$ cat config.mk
export PLATFORM = sky130hd
export DESIGN_NAME = midi_tx_flat
export DESIGN_NICKNAME = d
export VERILOG_FILES = /design/src/rtl/midi_tx_if.sv /design/src/rtl/midi_tx.sv /design/src/flat_wrapper.sv
export SDC_FILE = /design/constraint.sdc
export NUM_CORES = 1
export LEC_CHECK = 0
export BUFFER_PORTS_ARGS = -buffer_cell sky130_fd_sc_hd__buf_2
export CAP_MARGIN = 20
export CORE_UTILIZATION = 40
export CTS_CLUSTER_DIAMETER = 80
export DETAILED_ROUTE_END_ITERATION = 10
export PLACE_DENSITY = 0.7
export RECOVER_POWER = 50
export SLEW_MARGIN = 10
export SYNTH_ARGS = -nofsm -noshare
export SYNTH_HDL_FRONTEND = slang
export SYNTH_SLANG_ARGS = --single-unit
$ cat constraint.sdc
create_clock -name clk -period 3.45 [get_ports clk]
set_input_delay 0.5175 -clock clk [delete_from_list [all_inputs] [get_ports clk]]
set_output_delay 0.5175 -clock clk [all_outputs]
set_load 0.03 [all_outputs]
$ cat src/rtl/midi_tx_if.sv
// Event/strobe bundle between a MIDI event source and the midi_tx serialiser.
// The serial output travels with the bundle so a single port carries the whole link.
interface midi_tx_if;
  logic [3:0] channel;
  logic       note_on;
  logic       note_off;
  logic       cc_valid;
  logic [6:0] note_num;
  logic [6:0] note_vel;
  logic [6:0] cc_num;
  logic [6:0] cc_val;
  logic       ready;
  logic       midi_do;
  logic       msg_done;
  logic       overrun;

  modport master (
    output channel, note_on, note_off, cc_valid, note_num, note_vel, cc_num, cc_val,
    input  ready, midi_do, msg_done, overrun
  );

  modport slave (
    input  channel, note_on, note_off, cc_valid, note_num, note_vel, cc_num, cc_val,
    output ready, midi_do, msg_done, overrun
  );
endinterface

$ cat src/rtl/midi_tx.sv
// MIDI transmitter: encodes note/CC strobes into 2- or 3-byte channel messages
// (optional running status) and sends them as back-to-back 8N1 UART frames.
module midi_tx #(
  parameter int CLKS_PER_BIT   = 3200,
  parameter bit RUNNING_STATUS = 1'b1
) (
  input  logic       clk,
  input  logic       rst,
  midi_tx_if.slave   bus
);

  localparam int            CW      = (CLKS_PER_BIT > 1) ? $clog2(CLKS_PER_BIT) : 1;
  localparam logic [CW-1:0] CNT_MAX = CW'(CLKS_PER_BIT - 1);

  typedef enum logic [1:0] {IDLE, START, DATA, STOP} state_t;

  state_t        state_q, state_d;
  logic [CW-1:0] cnt_q, cnt_d;
  logic [2:0]    bit_idx_q, bit_idx_d;
  logic [1:0]    bytes_left_q, bytes_left_d;
  logic [23:0]   frame_q, frame_d;
  logic [7:0]    shift_q, shift_d;
  logic [7:0]    last_status_q, last_status_d;
  logic          do_q, do_d;
  logic          ready_q, ready_d;
  logic          msg_done_q, msg_done_d;
  logic          overrun_q, overrun_d;

  logic          idle;
  logic          any_strobe;
  logic          multi_strobe;
  logic          bit_end;
  logic [7:0]    status;
  logic [6:0]    val_a;
  logic [6:0]    val_b;

  assign idle         = (state_q == IDLE);
  assign bit_end      = (cnt_q == CNT_MAX);
  assign any_strobe   = bus.note_on | bus.note_off | bus.cc_valid;
  assign multi_strobe = (bus.note_on & bus.note_off) | (bus.note_on & bus.cc_valid) |
                        (bus.note_off & bus.cc_valid);

  // Winning event: note_off beats note_on beats cc_valid.
  always_comb begin
    status = {1'b1, 3'b011, bus.channel};
    val_a  = bus.cc_num;
    val_b  = bus.cc_val;
    if (bus.note_off) begin
      status = {1'b1, 3'b000, bus.channel};
      val_a  = bus.note_num;
      val_b  = bus.note_vel;
    end else if (bus.note_on) begin
      status = {1'b1, 3'b001, bus.channel};
      val_a  = bus.note_num;
      val_b  = bus.note_vel;
    end
  end

  always_comb begin
    state_d       = state_q;
    cnt_d         = cnt_q;
    bit_idx_d     = bit_idx_q;
    bytes_left_d  = bytes_left_q;
    frame_d       = frame_q;
    shift_d       = shift_q;
    last_status_d = last_status_q;
    do_d          = do_q;
    ready_d       = ready_q;
    msg_done_d    = 1'b0;
    overrun_d     = idle ? multi_strobe : any_strobe;

    case (state_q)
      IDLE: begin
        if (any_strobe) begin
          // frame_q[7:0] is always the byte currently on the wire.
          if (RUNNING_STATUS && (status == last_status_q)) begin
            frame_d      = {8'h00, 1'b0, val_b, 1'b0, val_a};
            bytes_left_d = 2'd1;
          end else begin
            frame_d      = {1'b0, val_b, 1'b0, val_a, status};
            bytes_left_d = 2'd2;
          end
          last_status_d = status;
          state_d       = START;
          cnt_d         = '0;
          do_d          = 1'b0;
          ready_d       = 1'b0;
        end
      end

      START: begin
        if (bit_end) begin
          cnt_d     = '0;
          bit_idx_d = 3'd0;
          do_d      = frame_q[0];
          shift_d   = {1'b0, frame_q[7:1]};
          state_d   = DATA;
        end else begin
          cnt_d = cnt_q + 1'b1;
        end
      end

      DATA: begin
        if (bit_end) begin
          cnt_d = '0;
          if (bit_idx_q == 3'd7) begin
            do_d    = 1'b1;
            state_d = STOP;
          end else begin
            bit_idx_d = bit_idx_q + 3'd1;
            do_d      = shift_q[0];
            shift_d   = {1'b0, shift_q[7:1]};
          end
        end else begin
          cnt_d = cnt_q + 1'b1;
        end
      end

      STOP: begin
        if (bit_end) begin
          cnt_d = '0;
          if (bytes_left_q == 2'd0) begin
            state_d    = IDLE;
            ready_d    = 1'b1;
            msg_done_d = 1'b1;
          end else begin
            bytes_left_d = bytes_left_q - 2'd1;
            frame_d      = {8'h00, frame_q[23:8]};
            do_d         = 1'b0;
            state_d      = START;
          end
        end else begin
          cnt_d = cnt_q + 1'b1;
        end
      end

      default: begin
        state_d = IDLE;
        ready_d = 1'b1;
        do_d    = 1'b1;
      end
    endcase
  end

  always_ff @(posedge clk or posedge rst) begin
    if (rst) begin
      state_q       <= IDLE;
      cnt_q         <= '0;
      bit_idx_q     <= 3'd0;
      bytes_left_q  <= 2'd0;
      frame_q       <= 24'h000000;
      shift_q       <= 8'h00;
      last_status_q <= 8'h00;
      do_q          <= 1'b1;
      ready_q       <= 1'b1;
      msg_done_q    <= 1'b0;
      overrun_q     <= 1'b0;
    end else begin
      state_q       <= state_d;
      cnt_q         <= cnt_d;
      bit_idx_q     <= bit_idx_d;
      bytes_left_q  <= bytes_left_d;
      frame_q       <= frame_d;
      shift_q       <= shift_d;
      last_status_q <= last_status_d;
      do_q          <= do_d;
      ready_q       <= ready_d;
      msg_done_q    <= msg_done_d;
      overrun_q     <= overrun_d;
    end
  end

  assign bus.midi_do  = do_q;
  assign bus.ready    = ready_q;
  assign bus.msg_done = msg_done_q;
  assign bus.overrun  = overrun_q;

endmodule
$ cat src/flat_wrapper.sv
// flat-port wrapper written by rule: the top's interface ports become plain ports
module midi_tx_flat 
#(
  parameter int CLKS_PER_BIT   = 3200,
  parameter bit RUNNING_STATUS = 1'b1
)
  (clk, rst, bus_channel, bus_note_on, bus_note_off, bus_cc_valid, bus_note_num, bus_note_vel, bus_cc_num, bus_cc_val, bus_ready, bus_midi_do, bus_msg_done, bus_overrun);
  midi_tx_if bus_i ();
  input  logic clk;
  input  logic rst;
  input wire logic [$bits(bus_i.channel)-1:0] bus_channel;
  input wire logic [$bits(bus_i.note_on)-1:0] bus_note_on;
  input wire logic [$bits(bus_i.note_off)-1:0] bus_note_off;
  input wire logic [$bits(bus_i.cc_valid)-1:0] bus_cc_valid;
  input wire logic [$bits(bus_i.note_num)-1:0] bus_note_num;
  input wire logic [$bits(bus_i.note_vel)-1:0] bus_note_vel;
  input wire logic [$bits(bus_i.cc_num)-1:0] bus_cc_num;
  input wire logic [$bits(bus_i.cc_val)-1:0] bus_cc_val;
  output wire logic [$bits(bus_i.ready)-1:0] bus_ready;
  output wire logic [$bits(bus_i.midi_do)-1:0] bus_midi_do;
  output wire logic [$bits(bus_i.msg_done)-1:0] bus_msg_done;
  output wire logic [$bits(bus_i.overrun)-1:0] bus_overrun;
  assign bus_i.channel = bus_channel;
  assign bus_i.note_on = bus_note_on;
  assign bus_i.note_off = bus_note_off;
  assign bus_i.cc_valid = bus_cc_valid;
  assign bus_i.note_num = bus_note_num;
  assign bus_i.note_vel = bus_note_vel;
  assign bus_i.cc_num = bus_cc_num;
  assign bus_i.cc_val = bus_cc_val;
  assign bus_ready = bus_i.ready;
  assign bus_midi_do = bus_i.midi_do;
  assign bus_msg_done = bus_i.msg_done;
  assign bus_overrun = bus_i.overrun;
  midi_tx #(.CLKS_PER_BIT(CLKS_PER_BIT), .RUNNING_STATUS(RUNNING_STATUS)) u_core (.clk(clk), .rst(rst), .bus(bus_i));
endmodule
==> run summary, run 1 <==
Status: complete, no violations
Endpoints failing setup: 0
Area leader, netlist: dfrtp_1
Nets: 421
Port bufs: 40
Core area: 0.00789 mm2
Die W: 93.0 um
Die Y: 93.0 um
CP endpoint: u_core.frame_q[9]
Crit path required time: 3.65 ns
Pre-CTS WS: 0.745 ns
# diodes: 0
Total track usage: 17.4%
H-tree levels: 3
Crit path max fanout: 19
Wire per inst: 13.8 um
Clk_skew: 0.0117 ns
Crit. End Element: flop
Synth top cells by count: dfrtp_1 (57), nand2_1 (48), o21ai_0 (46)
Vias in the first global route: 2426
Critical path launch point type: flop
Fillcell total: 743
GRT Residual Overflow: 0
Final core utilization: 47.5%
RSZ-0062 raised after global routing: false
Final setup TNS: 0 ns
Post-synthesis sequential area ratio: 44.6%
Worst R2R Setup Slack: 0.79 ns
Largest net degree at the start of global routing: 37
Residual DRC: 0
Max_slew headroom: 10.7%
# IOs: 41
FP Rows: 32
# hold bufs at CTS: 0
F_max: 0.376 GHz
Clk buf depth: 2
Max Slew Vio Count: 0
Area contributors post-synth: dfrtp_1 (43%), mux2i_1 (10%), o21ai_0 (6.9%), nand2_1 (5.4%), mux2_2 (3.7%)
Reg2reg end: u_core.frame_q[9]
1st-iter DRT viols: 85
Top_reg_cell synth: dfrtp_1
FF+latch count, synth: 59
Slew @ Worst Pin: 1.34 ns
Max cap viols: 0
Worst Hold Class: reg -> reg
Layout cells sized above 1: 20.9%
CTS Root Cell: clkbuf_8
CP startpoint: u_core.state_q[0]
DPL Wire Length: 4780 um
Reg-to-reg startpoint: u_core.state_q[0]
Via count: 2552
Cell Area, Synth: 0.00331 mm2
Clk_lat worst skew: 0.33 ns
Routability cong.: 0.757
Area Overhead vs Synth: 13.1%
Final total power: 1280 uW
Post-synthesis net count: 379
Final Hold Fails: 0
Reg area: 0.00148 mm2
CTS Sinks: 59
ANT nets after route: 0
Yosys cell types: 55
Initial antenna violation count: 0
Crit share post-route: 77.0%
Multi-input logic area: 0.00171 mm2
CTS tree: done
Syn Area/Cell: 9.95 um2
Final setup margin: 0.794 ns
Setup Buffers After CTS: 0
Pre-antenna DRT Iters: 5
Critical path class: reg -> reg
Tmin final: 2.66 ns
Max IR drop VDD: 0.000191 V
WL final: 6610 um
Power density over the cells: 340 mW/mm2
Syn Inst Count: 333
Ys Warns: 0
R2R cell count: 8
Most common cell in the netlist: dfrtp_1
Die ar.: 0.00865 mm2
Lkg Pwr: 0.00177 uW
Initial cell density of the core: 42.0%
Clock transition at the registers of the reported paths: 0.06 ns
Num CTS Buffers: 9
DR vias/cell: 5.32
Post-CTS sizing: 0
CP arrival: 2.86 ns
Share of the synthesized area in the top cell type: 43.1%
EDFF count, synth: 0
Asr flop ratio synth: 100%
First-pass GRT wire length: 11700 um
## per-layer routing
metal | vias to the layer above | GRT usage [%] | routed length (um)
met5 | - | 0 | 0
met4 | 0 | 8.46 | 140
met3 | 10 | 3.09 | 234
met2 | 59 | 27.1 | 3040
met1 | 1216 | 23.4 | 3190
li1 | 1267 | - | -
## sequential cells by signal, summed over array words and instances, names as in the netlist
name                  flops
u_core.bus.msg_done       1
u_core.shift_q            7
u_core.bus.midi_do        1
u_core.bytes_left_q       2
u_core.bus.overrun        1
u_core.last_status_q      7
u_core.bit_idx_q          3
u_core.state_q            2
u_core.bus.ready          1
u_core.cnt_q             12
u_core.frame_q           22
## worst min path at each step
stage / slack, ns / cells after the start / startpoint / endpoint
2_1_floorplan: 0.43 / 1 / u_core.last_status_q[7] / u_core.last_status_q[7]
3_3_place_gp: 0.45 / 2 / u_core.frame_q[21] / u_core.frame_q[21]
3_5_place_dp: 0.46 / 2 / u_core.frame_q[18] / u_core.frame_q[18]
4_1_cts: 0.33 / 2 / rst / u_core.frame_q[11]
5_1_grt: 0.49 / 2 / u_core.frame_q[17] / u_core.frame_q[17]
6_report: 0.47 / 2 / u_core.frame_q[18] / u_core.frame_q[18]
## power by group
group / switching (uW) / internal [uW] / leakage (uW)
clock network: 256 / 250 / 0.0000750
registers: 0.0880 / 692 / 0.000777
logic: 42.6 / 33.8 / 0.000914
total: 299 / 977 / 0.00177
## cells by family after synthesis
logic type	after synthesis	synth area share (%)
multiplexers	46	14.4
AO/OA/AOI/OAI	85	17.1
buffers and inverters	29	3.89
AND/OR/NAND/NOR	98	14.7
XOR/XNOR	6	1.59
adder cells (fa/ha/maj)	10	3.70
flip-flops	59	44.6
## worst max-delay path: stages (launching register included)
cell and delay [ns]:
dfrtp_1 0.40, inv_1 0.14, ha_1 0.55, o31ai_4 0.29
o21ai_0 0.24, o21ai_2 0.35, buf_4 0.30, mux2i_1 0.15
o21ai_0 0.09
## stage by stage
stage | area [um2] | std cells | hold WS, ns
after global placement | 3610 | 466 | 0.452
after detailed placement | 3610 | 466 | 0.463
after CTS | 3750 | 480 | 0.334
final | 3750 | 480 | 0.475
after floorplan | 3310 | 333 | 0.435
after global routing | 3750 | 480 | 0.492
## layout make-up
cell class | instances | area share [%]
clock buffer | 11 | 3.50
clock inverter | 3 | 0.467
inverter | 15 | 1.50
multi-input combinational | 245 | 45.5
sequential | 59 | 39.5
tap | 102 | 3.40
timing repair buffer | 45 | 6.17
## placed cells by master, fill, tap and decap left out, types with 2 or more instances in the layout
master    netlist  layout
xnor2_1         4       4
nand2_1        48      48
nand3_1         7       7
inv_1          15      15
mux2_2         11      11
o31ai_1         2       2
a31oi_1         5       5
buf_2           4      38
clkbuf_1        7       5
o41a_1          2       2
ha_1            9       9
buf_4           2       4
and3_2          2       2
a21oi_1         6       6
nor3_1          4       4
nand2b_1        3       3
clkbuf_8        0       9
o41ai_1         2       2
dfstp_2         2       2
or3_1           2       2
xor2_1          2       2
clkinv_2        0       2
o21ai_0        46      46
o21ai_1         5       5
nor2_1         11      11
mux2i_1        34      34
a32o_1          2       2
and2_1         11      11
dfrtp_1        57      57
(Power assumes the default switching activity.)
==> run 2, diff against run 1 <==
--- a/config.mk
+++ b/config.mk
@@ -10,7 +10,7 @@
 export CORE_UTILIZATION = 40
 export CTS_CLUSTER_DIAMETER = 80
 export DETAILED_ROUTE_END_ITERATION = 10
-export PLACE_DENSITY = 0.7
+export PLACE_DENSITY = 0.72
 export RECOVER_POWER = 50
 export SLEW_MARGIN = 10
 export SYNTH_ARGS = -nofsm -noshare
==> constraint.sdc (replaced) <==
create_clock -name clk -period 2.3 [get_ports clk]
set_input_delay 0.345 -clock clk [delete_from_list [all_inputs] [get_ports clk]]
set_output_delay 0.345 -clock clk [all_outputs]
set_load 0.03 [all_outputs]
==> run 2 against run 1 <==
Compared with the run above: sequential power increased by 50%; critical path depth decreased by 4; fmax increased by 25%; non-clock buffer count increased by 5; global-route usage increased by 0.41 points; flip-flop and latch count unchanged; routed wire length increased by 5.7%; design area increased by 3.4%.
==> run summary, run 2 (synthesis results as in run 1) <==
Status: complete, no violations
Final core utilization: 49.2%
Clk buf depth: 2
DR vias/cell: 5.33
DPL Wire Length: 4990 um
Final total power: 2290 uW
F_max: 0.471 GHz
Biggest regs: u_core.frame_q: 22 flops, u_core.cnt_q: 12 flops
Residual DRC: 0
Max Slew Vio Count: 0
# IOs: 41
Core area: 0.00789 mm2
Initial antenna violation count: 0
WL final: 6980 um
CP startpoint: u_core.cnt_q[8]
Die W: 93.0 um
Via count: 2588
Routability cong.: 0.770
Vias in the first global route: 2475
RSZ-0062 raised after global routing: false
Pre-CTS WS: 0.0173 ns
CP arrival: 2.35 ns
Crit path required time: 2.52 ns
Grt peak-use layer: met2
Largest register FFs: 22
Cell family with most CP delay: simple AND/OR/NAND/NOR gates
Pre-antenna DRT Iters: 4
WHS: 0.317 ns
Largest net degree at the start of global routing: 60
Crit share post-route: 92.3%
Max cap viols: 0
Clock transition at the registers of the reported paths: 0.07 ns
Final Hold Fails: 0
Clk_skew: 0.00933 ns
Reg-to-reg startpoint: u_core.cnt_q[8]
Lkg Pwr: 0.00183 uW
Num CTS Buffers: 9
Crit path buf inv count: 0
Max incr delay on CP: 0.55 ns
Clk_lat worst skew: 0.34 ns
CTS tree: done
CTS Sinks: 59
Port bufs: 40
Wire per inst: 14.4 um
Total track usage: 17.8%
Crit-path slowest cell: nor4_4
Worst Hold Class: in -> reg
FP Rows: 32
Critical path launch point type: flop
Top reg by flops: u_core.frame_q
First-pass GRT wire length: 12000 um
Hold path startpoint: bus_note_vel[0]
Grt met2 use: 27.6%
Most frequent cells in the layout: dfrtp_1 (57), nand2_1 (48), o21ai_0 (45), buf_2 (38), mux2i_1 (34)
Tmin final: 2.12 ns
Crit path max fanout: 7
Critical path class: reg -> reg
H-tree levels: 3
# hold bufs at CTS: 0
Layout cells sized above 1: 23.2%
Nets: 426
Final setup margin: 0.177 ns
Final setup TNS: 0 ns
Slew @ Worst Pin: 1.47 ns
Met1 Use GR: 24.2%
Met3 GRT Util: 4.31%
Critical Path, Cell by Cell: or3b_4 > nor4_4 > o221ai_2 > mux2_1
Initial cell density of the core: 42.0%
Most common cell after layout, fill and taps aside: dfrtp_1
1st-iter DRT viols: 131
Endpoints failing setup: 0
# diodes: 0
Crit. End Element: flop
GRT Residual Overflow: 0
Die Y: 93.0 um
Area Overhead vs Synth: 17.0%
ANT nets after route: 0
Power density over the cells: 589 mW/mm2
Max IR drop VDD: 0.000295 V
Post-CTS sizing: 0
Max_slew headroom: 2.32%
CTS Root Cell: clkbuf_8
Setup Buffers After CTS: 0
Die ar.: 0.00865 mm2
## run 2: cell types whose count changed in the layout (fill, tap and decap cells not counted), sizes merged
| cell | delta |
|---|---|
| buf | +5 |
| bufinv | +3 |
| clkbuf | -1 |
| clkinv | -1 |
## run 2: worst paths after layout
check	endpoint	cells after the start	slack (ns)
setup / recovery	u_core.state_q[1]	4	0.18
setup reg to reg	u_core.state_q[1]	4	0.18
min in group asynchronous	u_core.last_status_q[3]	3	0.50
hold reg to reg	u_core.frame_q[18]	2	0.47
max in group asynchronous	u_core.bit_idx_q[1]	3	0.92
hold / removal	u_core.frame_q[16]	3	0.32
## run 2: area by class of cell
type | count | area (um2)
Timing Repair Buffer | 50 | 270
Clock buffer | 10 | 128
Sequential cell | 59 | 1480
Tap cell | 102 | 128
Multi-Input combinational cell | 245 | 1710
Fill cell | 710 | 4010
Inverter | 15 | 56.3
Clock inverter | 5 | 103
## run 2: per-stage QoR
step	cells	area [um2]
after floorplan	333	3310
after global placement	471	3660
after detailed placement	471	3660
after CTS	486	3890
after global routing	486	3880
final	486	3880
## run 2: tightest hold or removal path, cell delays in order
cell and delay [ns]:
buf_2 0.07, mux2i_1 0.06, o21ai_0 0.14
## run 2: per-layer routing
layer	up-vias	share of wire (%)
met2	57	48
met4	0	1.5
li1	1278	-
met3	11	4.3
met1	1242	46
met5	-	0
## run 2: power by group
part | total (uW) | switching, uW | internal, uW
sequential | 1040 | 0.248 | 1040
clock | 1130 | 417 | 712
combinational | 117 | 65.0 | 52.0
==> run 3, diff against run 2 <==
--- a/config.mk
+++ b/config.mk
@@ -5,8 +5,10 @@
 export SDC_FILE = /design/constraint.sdc
 export NUM_CORES = 1
 export LEC_CHECK = 0
+export ABC_AREA = 1
 export BUFFER_PORTS_ARGS = -buffer_cell sky130_fd_sc_hd__buf_2
 export CAP_MARGIN = 20
+export CORE_ASPECT_RATIO = 1.5
 export CORE_UTILIZATION = 40
 export CTS_CLUSTER_DIAMETER = 80
 export DETAILED_ROUTE_END_ITERATION = 10
==> run 3 against run 2 <==
Compared with the run above: area after synthesis is 5.2% higher; core utilization decreased by 0.66 points; clock power grew 18%; critical endpoint is now u_core.bytes_left_q[0].
==> run summary, run 3 <==
Most common cell in the netlist: nand2_1
Clk_lat worst skew: 0.33 ns
Max Slew Vio Count: 0
Nets: 550
Status: complete, no violations
Max incr delay on CP: 0.37 ns
Most common cell after layout, fill and taps aside: nand2_1
Layout cells sized above 1: 18.3%
Crit. End Element: flop
Endpoints failing setup: 0
RSZ-0062 raised after global routing: false
Crit path required time: 2.54 ns
Largest net degree at the start of global routing: 28
Crit-path slowest cell: dfrtp_1
Core area: 0.00841 mm2
Routability cong.: 0.819
Vias in the first global route: 2922
1st-iter DRT viols: 144
Initial antenna violation count: 0
Wire per inst: 12.4 um
Top_reg_cell synth: dfrtp_1
CP arrival: 2.24 ns
Syn Area/Cell: 7.60 um2
Area contributors post-synth: dfrtp_1 (41%), nand2_1 (14%), o21ai_0 (6.6%), inv_1 (6.0%), nand3_1 (5.6%)
CTS tree: done
Max_slew headroom: 28.9%
FF+latch count, synth: 59
Clk buf depth: 2
Crit share post-route: 86.7%
EDFF count, synth: 0
Crit path buf inv count: 4
# IOs: 41
DR vias/cell: 4.89
Critical path class: reg -> reg
Asr flop ratio synth: 100%
Residual DRC: 0
Final core utilization: 48.5%
Max IR drop VDD: 0.000367 V
# diodes: 0
Num CTS Buffers: 9
Synth top cells by count: nand2_1 (134), dfrtp_1 (57), inv_1 (56)
Clk_skew: 0.00589 ns
Most frequent cells in the layout: nand2_1 (134), dfrtp_1 (57), inv_1 (56), o21ai_0 (46), nand3_1 (39)
Largest register FFs: 22
Yosys cell types: 38
Area leader, netlist: dfrtp_1
Post-synthesis net count: 505
Critical Path, Cell by Cell: inv_1 > ha_1 > buf_4 > nand2_4 > nand2_4 > inv_2 > nand3_4 > inv_1 > nand3_1 > o21ai_0
Cell Area, Synth: 0.00349 mm2
GRT Residual Overflow: 0
Clock transition at the registers of the reported paths: 0.05 ns
Post-synthesis sequential area ratio: 42.4%
Share of the synthesized area in the top cell type: 40.9%
Syn Inst Count: 459
Final setup TNS: 0 ns
First-pass GRT wire length: 13100 um
ANT nets after route: 0
DPL Wire Length: 5620 um
Via count: 3010
Tmin final: 1.99 ns
Final total power: 2500 uW
Power density over the cells: 613 mW/mm2
Pre-antenna DRT Iters: 4
Post-CTS sizing: 0
Die ar.: 0.00910 mm2
Area Overhead vs Synth: 17.0%
Die W: 78.2 um
F_max: 0.502 GHz
Cell family with most CP delay: buffers and inverters
Top reg by flops: u_core.frame_q
Slew @ Worst Pin: 1.07 ns
Fillcell total: 854
H-tree levels: 3
Lkg Pwr: 0.00217 uW
Max cap viols: 0
Initial cell density of the core: 41.4%
WL final: 7670 um
Critical path launch point type: flop
Final Hold Fails: 0
CTS Sinks: 59
# hold bufs at CTS: 0
Worst Hold Class: in -> async
Setup Buffers After CTS: 0
CTS Root Cell: clkbuf_16
Port bufs: 40
Biggest regs: u_core.frame_q: 22 flops, u_core.cnt_q: 12 flops
Ys Warns: 0
Die Y: 116 um
Total track usage: 18.8%
Crit path max fanout: 26
FP Rows: 41
[run 3: metrics by stage]
step / hold slack, ns / setup slack (ns) / instance area (um2) / cells
after floorplan: 0.422 / 0.502 / 3490 / 459
after global placement: 0.434 / 0.370 / 3780 / 599
after detailed placement: 0.443 / 0.287 / 3780 / 599
after CTS: 0.0886 / 0.290 / 4090 / 615
after global routing: 0.314 / 0.0828 / 4080 / 616
final: 0.266 / 0.307 / 4080 / 616
[run 3: final timing paths]
kind	startpoint	to	slack (ns)	cells after the start
max	u_core.state_q[0]	u_core.bytes_left_q[0]	0.31	10
min	rst	u_core.last_status_q[4]	0.27	2
max reg2reg	u_core.state_q[0]	u_core.bytes_left_q[0]	0.31	10
min reg2reg	u_core.last_status_q[7]	u_core.last_status_q[7]	0.46	2
max in group asynchronous	rst	u_core.frame_q[2]	0.55	3
min in group clk	bus_cc_valid	u_core.bus.overrun	0.31	3
[run 3: kinds of logic after synthesis]
family | count (synthesis) | share of synthesized area (%)
mux | 4 | 1.15
flops | 59 | 42.4
fa+ha+maj | 9 | 3.23
simple gates | 231 | 30.0
xor+xnor | 5 | 1.26
compound gates | 76 | 12.6
buf+inv | 75 | 9.40
[run 3: worst reg2reg max path: cells and delay by family, from the launching register on]
| kind | cells | cell delay (ns) |
|---|---|---|
| AOI/OAI and AO/OA | 1 | 0.09 |
| adders and majority gates | 1 | 0.28 |
| buffers and inverters | 4 | 0.64 |
| DFF | 1 | 0.37 |
| and+or+nand+nor | 4 | 0.54 |
[run 3: layout make-up]
class	count	area, um2	area share [%]
well taps	107	134	3.28
inverters	59	221	5.43
multi-input cells	325	1680	41.2
clock buffers	15	298	7.30
repair buffers	50	263	6.44
flip-flops and latches	59	1480	36.2
clock inverters	1	5.00	0.123
[run 3: layer usage]
layer / vias to the layer above / track usage, % / share of wire, % / wire (um)
met5: - / 0 / 0 / 0
met4: 0 / 9.88 / 2.0 / 153
met3: 12 / 2.89 / 3.7 / 280
met2: 62 / 34.4 / 52 / 4000
met1: 1387 / 20.9 / 42 / 3240
li1: 1549 / - / - / -
[run 3: power by group]
group / total, uW / internal (uW) / switching (uW)
Sequential: 1040 / 1040 / 0.562
Clock: 1330 / 873 / 452
Combinational: 134 / 48.4 / 85.5
